File: config.mk
export PLATFORM = sky130hd
export DESIGN_NAME = csr_counter_unit
export DESIGN_NICKNAME = d
export VERILOG_FILES = /design/src/rtl/csr_counter_pkg.sv /design/src/rtl/csr_counter64.sv /design/src/rtl/csr_counter_unit.sv
export SDC_FILE = /design/constraint.sdc
export NUM_CORES = 1
export LEC_CHECK = 0
export CORE_ASPECT_RATIO = 1.5
export CORE_UTILIZATION = 45
export DETAILED_ROUTE_END_ITERATION = 10
export PLACE_DENSITY_LB_ADDON = 0.15
export SLEW_MARGIN = 25
export SYNTH_ARGS = -nofsm -noshare
export SYNTH_HDL_FRONTEND = slang
export SYNTH_SLANG_ARGS = --single-unit
File: constraint.sdc
create_clock -name clk -period 3 [get_ports clk]
set_input_delay 0.75 -clock clk [delete_from_list [all_inputs] [get_ports clk]]
set_output_delay 0.75 -clock clk [all_outputs]
set_load 0.005 [all_outputs]
File: src/rtl/csr_counter_pkg.sv
// Shared types and constants for the machine-mode counter CSR block.
package csr_counter_pkg;

  typedef enum logic [1:0] {
    OP_READ  = 2'b00,
    OP_WRITE = 2'b01,
    OP_SET   = 2'b10,
    OP_CLEAR = 2'b11
  } csr_op_t;

  typedef enum logic {
    IDLE = 1'b0,
    RESP = 1'b1
  } fsm_t;

  localparam logic [11:0] ADDR_MCYCLE        = 12'hB00;
  localparam logic [11:0] ADDR_MCYCLEH       = 12'hB80;
  localparam logic [11:0] ADDR_MINSTRET      = 12'hB02;
  localparam logic [11:0] ADDR_MINSTRETH     = 12'hB82;
  localparam logic [11:0] ADDR_MCOUNTINHIBIT = 12'h320;
  localparam logic [11:0] ADDR_CYCLE         = 12'hC00;
  localparam logic [11:0] ADDR_CYCLEH        = 12'hC80;
  localparam logic [11:0] ADDR_INSTRET       = 12'hC02;
  localparam logic [11:0] ADDR_INSTRETH      = 12'hC82;

  localparam int INH_CY = 0;
  localparam int INH_IR = 2;

  // Read-modify-write result for the non-READ ops.
  function automatic logic [31:0] apply_op(csr_op_t op, logic [31:0] old_val,
                                           logic [31:0] wdata);
    case (op)
      OP_WRITE: apply_op = wdata;
      OP_SET:   apply_op = old_val | wdata;
      OP_CLEAR: apply_op = old_val & ~wdata;
      default:  apply_op = old_val;
    endcase
  endfunction

endpackage

File: src/rtl/csr_counter64.sv
// One WIDTH-bit free-running counter with independent 32-bit half writes.
module csr_counter64 #(
  parameter int WIDTH = 64
) (
  input  logic             clk,
  input  logic             reset,
  input  logic             inc_en,
  input  logic             wr_lo,
  input  logic             wr_hi,
  input  logic [31:0]      wdata,
  output logic [WIDTH-1:0] count
);

  localparam int HI_W = WIDTH - 32;

  logic [31:0] lo_inc;

  assign lo_inc = count[31:0] + {31'b0, inc_en};

  // A low-half write freezes the high half; a high-half write lets the low
  // half keep counting but throws its carry away.
  always_ff @(posedge clk) begin
    // NOTE: sequential state uses non-blocking assignments so every flop
    // samples pre-edge values regardless of block ordering.
    if (!reset)
      count <= '0;
    else if (wr_lo)
      count <= {count[WIDTH-1:32], wdata};
    else if (wr_hi)
      count <= {wdata[HI_W-1:0], lo_inc};
    else
      count <= count + {{(WIDTH-1){1'b0}}, inc_en};
  end

endmodule

File: src/rtl/csr_counter_unit.sv
// Machine-mode counter CSR block: mcycle, minstret and mcountinhibit with a
// one-cycle valid/ready request/response interface.
module csr_counter_unit
  import csr_counter_pkg::*;
#(
  parameter int         WIDTH         = 64,
  parameter logic [2:0] INHIBIT_RESET = 3'b000
) (
  input  logic        clk,
  input  logic        reset,
  input  logic        req_valid,
  output logic        req_ready,
  input  logic [11:0] req_addr,
  input  logic [1:0]  req_op,
  input  logic [31:0] req_wdata,
  output logic        resp_valid,
  input  logic        resp_ready,
  output logic [31:0] resp_rdata,
  output logic        resp_illegal,
  input  logic        retire
);

  fsm_t             state, state_next;
  csr_op_t          op;
  logic             accept;
  logic             inh_cy, inh_ir;
  logic [WIDTH-1:0] mcycle, minstret;
  logic [31:0]      mcycle_hi, minstret_hi;
  logic [31:0]      old_val, new_val;
  logic             known, read_only, illegal, do_write;
  logic             wr_cyc_lo, wr_cyc_hi, wr_ins_lo, wr_ins_hi, wr_inh;

  assign op     = csr_op_t'(req_op);
  assign accept = req_valid && req_ready;

  // High halves are zero-padded when WIDTH is below 64.
  always_comb begin
    mcycle_hi                  = '0;
    minstret_hi                = '0;
    mcycle_hi[WIDTH-33:0]      = mcycle[WIDTH-1:32];
    minstret_hi[WIDTH-33:0]    = minstret[WIDTH-1:32];
  end

  always_comb begin
    // NOTE: every output of this block gets a default first, so no path
    // through the case can leave a signal unassigned and infer a latch.
    old_val   = '0;
    known     = 1'b1;
    case (req_addr)
      ADDR_MCYCLE, ADDR_CYCLE:       old_val = mcycle[31:0];
      ADDR_MCYCLEH, ADDR_CYCLEH:     old_val = mcycle_hi;
      ADDR_MINSTRET, ADDR_INSTRET:   old_val = minstret[31:0];
      ADDR_MINSTRETH, ADDR_INSTRETH: old_val = minstret_hi;
      ADDR_MCOUNTINHIBIT:            old_val = {29'b0, inh_ir, 1'b0, inh_cy};
      default:                       known   = 1'b0;
    endcase
    read_only = (req_addr[11:8] == 4'hC);
    illegal   = !known || (op != OP_READ && read_only);
    do_write  = accept && (op != OP_READ) && !illegal;
    wr_cyc_lo = do_write && (req_addr == ADDR_MCYCLE);
    wr_cyc_hi = do_write && (req_addr == ADDR_MCYCLEH);
    wr_ins_lo = do_write && (req_addr == ADDR_MINSTRET);
    wr_ins_hi = do_write && (req_addr == ADDR_MINSTRETH);
    wr_inh    = do_write && (req_addr == ADDR_MCOUNTINHIBIT);
  end

  assign new_val = apply_op(op, old_val, req_wdata);

  // Increments always see the inhibit value from before this edge.
  csr_counter64 #(.WIDTH(WIDTH)) u_mcycle (
    .clk    (clk),
    .reset  (reset),
    .inc_en (!inh_cy),
    .wr_lo  (wr_cyc_lo),
    .wr_hi  (wr_cyc_hi),
    .wdata  (new_val),
    .count  (mcycle)
  );

  csr_counter64 #(.WIDTH(WIDTH)) u_minstret (
    .clk    (clk),
    .reset  (reset),
    .inc_en (retire && !inh_ir),
    .wr_lo  (wr_ins_lo),
    .wr_hi  (wr_ins_hi),
    .wdata  (new_val),
    .count  (minstret)
  );

  always_ff @(posedge clk) begin
    if (!reset) begin
      inh_cy <= INHIBIT_RESET[INH_CY];
      inh_ir <= INHIBIT_RESET[INH_IR];
    end else if (wr_inh) begin
      inh_cy <= new_val[INH_CY];
      inh_ir <= new_val[INH_IR];
    end
  end

  always_ff @(posedge clk) begin
    if (!reset) begin
      resp_rdata   <= '0;
      resp_illegal <= 1'b0;
    end else if (accept) begin
      resp_rdata   <= illegal ? 32'b0 : old_val;
      resp_illegal <= illegal;
    end
  end

  always_ff @(posedge clk) begin
    if (!reset)
      state <= IDLE;
    else
      state <= state_next;
  end

  always_comb begin
    state_next = state;
    case (state)
      IDLE:    if (accept) state_next = RESP;
      RESP:    if (resp_ready) state_next = IDLE;
      default: state_next = IDLE;
    endcase
  end

  always_comb begin
    req_ready  = (state == IDLE);
    resp_valid = (state == RESP);
  end

endmodule

# Word-level counts from Yosys, hierarchy flattened
# Cells that the tools add are included.
dict set report word_totals {
  mem_bits_rw 0
  rom_bits 0
  mem_count 0
  latch_bits 0
  regBits 164
  wordCells 62
}
dict set report op_classes {
  n_shift 0
  n_addsub 4
  reduce_logical 21
  bitwise 4
  n_eq_ne 13
  multipliers 0
  div 0
  n_lt_le_gt_ge 0
  n_mux 11
}
# operator n
set ops {}
lappend ops {{$pmux W32 S5} 1}
lappend ops {{$add A64 B1 Y64} 2}
lappend ops {{$mux W64} 2}
lappend ops {{$eq A12 B12 Y1 const B} 8}
lappend ops {{$mux W32} 3}
lappend ops {{$pmux W32 S3} 1}
lappend ops {{$add A32 B1 Y32} 2}
lappend ops {{$and A32 B32 Y32} 1}
lappend ops {{$not A32 Y32} 1}
lappend ops {{$or A32 B32 Y32} 1}
lappend ops {{$eq A12 B10 Y1 const B} 1}
lappend ops {{$logic_and A1 B1 Y1} 10}
lappend ops {{$reduce_or A9 Y1} 1}
lappend ops {{$reduce_or A2 Y1} 4}
lappend ops {{$eq A2 B2 Y1 const B} 2}
lappend ops {{$eq A4 B4 Y1 const B} 1}
lappend ops {{$logic_not A1 Y1} 4}
lappend ops {{$mux W1} 3}
lappend ops {{$eq A2 B1 Y1 const B} 1}
lappend ops {{$pmux W1 S2} 1}
lappend ops {{$reduce_bool A2 Y1} 1}
lappend ops {{$logic_or A1 B1 Y1} 1}
lappend ops {{$not A1 Y1} 1}

# Depth between registers and ports, before layout
dict set report depth {
  depth_word 10
  mapped_depth 10
  mapped_depth_nobuf 9
}

# By module
# From an unflattened synthesis, not the netlist that was laid out.
dict set report hier_totals {
  cells_unflattened 1434
  hier_area_um2 11265.8
}
# module seq_area_each_um2 area_per_inst_um2 cells_per_inst instances
set by_module_without_submodules {}
lappend by_module_without_submodules {csr_counter64 1281.2 4032.6 514 2}
lappend by_module_without_submodules {csr_counter_unit 720.7 3200.6 406 1}

# Least setup slack after synthesis
# Ideal clock, no wire load.
dict set report synth_timing {
  kind {input-to-reg}
  startpoint {input retire}
  endpoint {register u_minstret.count[46]}
  stages 9
  n_path_buf 0
  t_arrival_ns 2.768
  path_slack_ns 0.153
  path_cell_list {nor2b_1 ha_1 ha_1 nand3_1 or4_1 nor4_4 nand3_1 or4_1 o211ai_1}
}
dict set report synth_via {
  elab_chain_cells 3
}
# element line_no
set synth_rtl {}
lappend synth_rtl {{from (decl)} csr_counter_unit.sv:20} ;# input logic retire
lappend synth_rtl {{$logic_and A1 B1 Y1} csr_counter_unit.sv:83} ;# .inc_en (retire && !inh_ir),
lappend synth_rtl {{$add A64 B1 Y64} csr_counter64.sv:32} ;# count <= count + {{(WIDTH-1){1'b0}}, inc_en};
lappend synth_rtl {{$mux W64} csr_counter64.sv:29} ;# else if (wr_hi)
lappend synth_rtl {{to (signal assigned)} csr_counter64.sv:28} ;# count <= {count[WIDTH-1:32], wdata};
lappend synth_rtl {{to (signal assigned)} csr_counter64.sv:30} ;# count <= {wdata[HI_W-1:0], lo_inc};
lappend synth_rtl {{to (signal assigned)} csr_counter64.sv:32}
lappend synth_rtl {{to (decl)} csr_counter64.sv:11} ;# output logic [WIDTH-1:0] count
# Every way passes these cells.
# A chain may end at the register's enable or synchronous reset.

# Final worst setup path
dict set report layout_timing {
  startpoint {input req_addr[4]}
  endpoint {register u_minstret.count[14]}
}
dict set report layout_via {
  elab_chain_cells 10
}
# element line_no
set layout_rtl {}
lappend layout_rtl {{from (decl)} csr_counter_unit.sv:13} ;# input logic [11:0] req_addr,
lappend layout_rtl {{$eq A12 B12 Y1 (tied with other cells)} csr_counter_unit.sv:49} ;# case (req_addr)
lappend layout_rtl {{$reduce_or A9 Y1 (no source line)} --}
lappend layout_rtl {{$mux W1} csr_counter_unit.sv:49}
lappend layout_rtl {{$logic_not A1 Y1} csr_counter_unit.sv:58} ;# illegal = !known || (op != OP_READ && read_only);
lappend layout_rtl {{$logic_or A1 B1 Y1} csr_counter_unit.sv:58}
lappend layout_rtl {{$logic_not A1 Y1} csr_counter_unit.sv:59} ;# do_write = accept && (op != OP_READ) && !illegal;
lappend layout_rtl {{$logic_and A1 B1 Y1} csr_counter_unit.sv:59}
lappend layout_rtl {{$logic_and A1 B1 Y1} csr_counter_unit.sv:63} ;# wr_ins_hi = do_write && (req_addr == ADDR_MINSTRETH);
lappend layout_rtl {{$mux W64} csr_counter64.sv:29}
lappend layout_rtl {{$mux W32 (*)} csr_counter64.sv:27} ;# else if (wr_lo)
# Every way passes the cells marked *; elsewhere a longest branch is shown, timed or not.

==> run summary <==
Synth Warn #: 0
Peak supply drop: 400.6 µV
CTS H-tree lvls: 4
vias per inst: 6.399
Core ar.: 24520 µm²
Clock Latency Late Sink: 0.44 ns
CTS buffer count: 17
crit-path cells: clkdlybuf4s50_1 > buf_4 > nor4b_2 > buf_4 > nand2_1 > buf_4 > o22a_1 > a22o_1 > a211oi_1
dpl ws: -0.4499 ns
setup violators final: 0
flops & latches, synth: 164
final hold viol count: 0
Syn Nets: 1464
Pre-Repair DR Iteration Count: 5
Synth cell types: 96
Seq/Total Area, Yosys: 0.2898
fin crit period: 2.913 ns
Tightest Pin Transition: 0.8027 ns
status: finished clean
DP Cell Count: 1983
CP Launch Type: primary input
antenna viol nets, final: 0
Top FF cell, synth: dfxtp_1
syn_area_per_cell: 8.039 µm²
Leakage: 5.547 nW
Starting DRT DRC Count: 1062
Cells after Synth: 1409
Post-synth EDFFs: 0
Max Slew Vio Count: 0
Post-synth ARST share: 0
Clock Tree Buf Depth: 2
Largest stage delay, worst path: 0.52 ns
worst clock skew: 0.009415 ns
CP most frequent cell: buf_4
fin util: 0.6122
chip width: 131.5 µm
Detail Placement HPWL: 40.13 mm
worst-path fanout max: 7
Total Power: 5.028 mW
Hold Path Class: reg2reg
Net count, final: 1736
clk slew on worst S/H paths: 0.07 ns
antenna violations before repair: 2
vias in the first global route: 12289
Crit path arrival time: 3.27 ns
Slew HR: 0.4607
Die ar.: 25820 µm²
worst setup margin: 0.08715 ns
fin area: 15010 µm²
P&R area growth vs syn: 32.54%
final hold slack: 0.4531 ns
Die H: 196.3 µm
Post-Place Cell Area: 14300 µm²
WL per Instance: 25.17 µm
# port buffers: 85
WS Path Type: in2reg
Rows: 70
DRT Wirelength: 50.79 mm
share of layout cells above drive strength 1: 0.2240
TNS Setup: 0 ns
fmax: 343.3 MHz
gr usage total: 0.3939
Initial Utilization: 0.4619
global-route wire length before repair: 75.81 mm
Max-Cap Viols: 0
largest net degree at the start of global routing: 41
worst path required time: 3.36 ns
CP endpoint kind: register
Post-Syn Area: 11330 µm²
GR Overflow Total: 0
PwrDens: 334.9 nW/µm²
CTS Root Cell: clkbuf_16
CTS tree: done
vias post-DR: 12913
# DRC: 0
slowest CP cell: clkdlybuf4s50_1
fin cells: 2018
GPL Wtd Cong: 0.9725
Final period util: 0.9710
io pins: 86
clk sinks: 164
[cells in the mapped netlist, types with 13 or more instances]
library cell | n | area [µm²]
a22oi_1 | 26 | 195.2
clkbuf_1 | 56 | 210.2
xor2_1 | 28 | 245.2
nor2_1 | 134 | 503.0
nand2_1 | 148 | 555.5
nor3_1 | 31 | 155.2
o22ai_1 | 15 | 93.84
mux2i_1 | 50 | 500.5
or4_1 | 13 | 97.59
nand4_1 | 46 | 287.8
a2bb2oi_1 | 19 | 166.4
o211ai_1 | 23 | 172.7
inv_1 | 16 | 60.06
a211oi_1 | 59 | 442.9
nor4_1 | 14 | 87.58
and4_1 | 14 | 122.6
and2_1 | 22 | 137.6
xnor2_1 | 61 | 534.3
o21ai_0 | 32 | 160.2
and3_1 | 31 | 193.9
a21oi_1 | 44 | 220.2
dfxtp_1 | 164 | 3283
nand3_1 | 79 | 395.4
a31oi_1 | 29 | 181.4
or3_1 | 13 | 81.33
buf_2 | 28 | 140.1
[per-layer routing]
layer  part of all wire  wire length (µm)  vias to the layer above  GRT usage
li1                   -                 -                     5872          -
met1               0.38             19180                     6199     0.4631
met2               0.48             24340                      685     0.6733
met3              0.086              4346                      157    0.07235
met4              0.058              2923                        0     0.2183
met5                  0                 0                        -          0
[layout by cell type, fill, tap and decap left out, types with 23 or more instances in the layout]
| master | count |
|---|---|
| o211ai_1 | 23 |
| o21ai_0 | 32 |
| nor3_1 | 29 |
| mux2i_1 | 50 |
| dfxtp_1 | 164 |
| a211oi_1 | 57 |
| and3_1 | 31 |
| nand4_1 | 46 |
| a21oi_1 | 44 |
| nand3_1 | 78 |
| clkdlybuf4s50_1 | 80 |
| a31oi_1 | 29 |
| buf_4 | 249 |
| xor2_1 | 28 |
| a22oi_1 | 26 |
| nor2_1 | 133 |
| nand2_1 | 148 |
| xnor2_1 | 61 |
[power breakdown]
group | internal, mW | leakage (nW) | total, mW | switching, mW
Combinational | 0.241 | 3.94 | 0.581 | 0.340
Sequential | 2.18 | 1.32 | 2.19 | 0.00929
Clock | 1.29 | 0.286 | 2.25 | 0.967
Total | 3.71 | 5.55 | 5.03 | 1.32
[logic make-up (layout without fill, tap and decap cells)]
group	Yosys count	in the layout	share of synthesized area
AND/OR/NAND/NOR	626	626	0.3064
AO/OA/AOI/OAI	349	349	0.2229
flip-flops	164	164	0.2898
buffers and inverters	116	399	0.04750
XOR/XNOR	89	89	0.06882
multiplexers	61	61	0.06009
adder cells (fa/ha/maj)	4	4	0.004419
other	0	2	0
[repair_timing]
| action | 4_1_cts | 5_1_grt |
|---|---|---|
| gates resized for setup | 4 | 23 |
| hold buffers | 0 | 0 |
| setup endpoints to repair | 2 | 28 |
| buffers inserted | 0 | 3 |
| pin swaps | 1 | 7 |
[cell type report]
class	count	area [µm²]
well taps	324	405.4
inverters	16	62.56
multi-input cells	1129	7621
flip-flops and latches	164	3283
diodes	2	5.005
fillers	2287	9510
clock inverters	8	101.3
clock buffers	22	474.2
repair buffers	353	3060
[state kept, by name, summed over array words and instances, names as in the netlist]
signal and cells:
u_mcycle.count 64, u_minstret.count 64, resp_rdata 32, inh_cy 1, inh_ir 1, resp_illegal 1, resp_valid 1
[worst paths after layout]
check                               startpoint                    to  slack (ns)  cells past startpoint
worst max-delay path               req_addr[4]  u_minstret.count[14]        0.09                      9
worst min-delay path            resp_rdata[20]        resp_rdata[20]        0.45                      2
worst max register to register          inh_cy    u_mcycle.count[56]        0.21                      9
worst min register to register  resp_rdata[20]        resp_rdata[20]        0.45                      2
[critical path, delay by kind of cell]
kind                   cells  cell delay, ns
buffers and inverters      4            1.16
AND/OR/NAND/NOR            2            0.45
AO/OA/AOI/OAI              3            0.90
No activity file was read; power rests on OpenSTA's default activity.
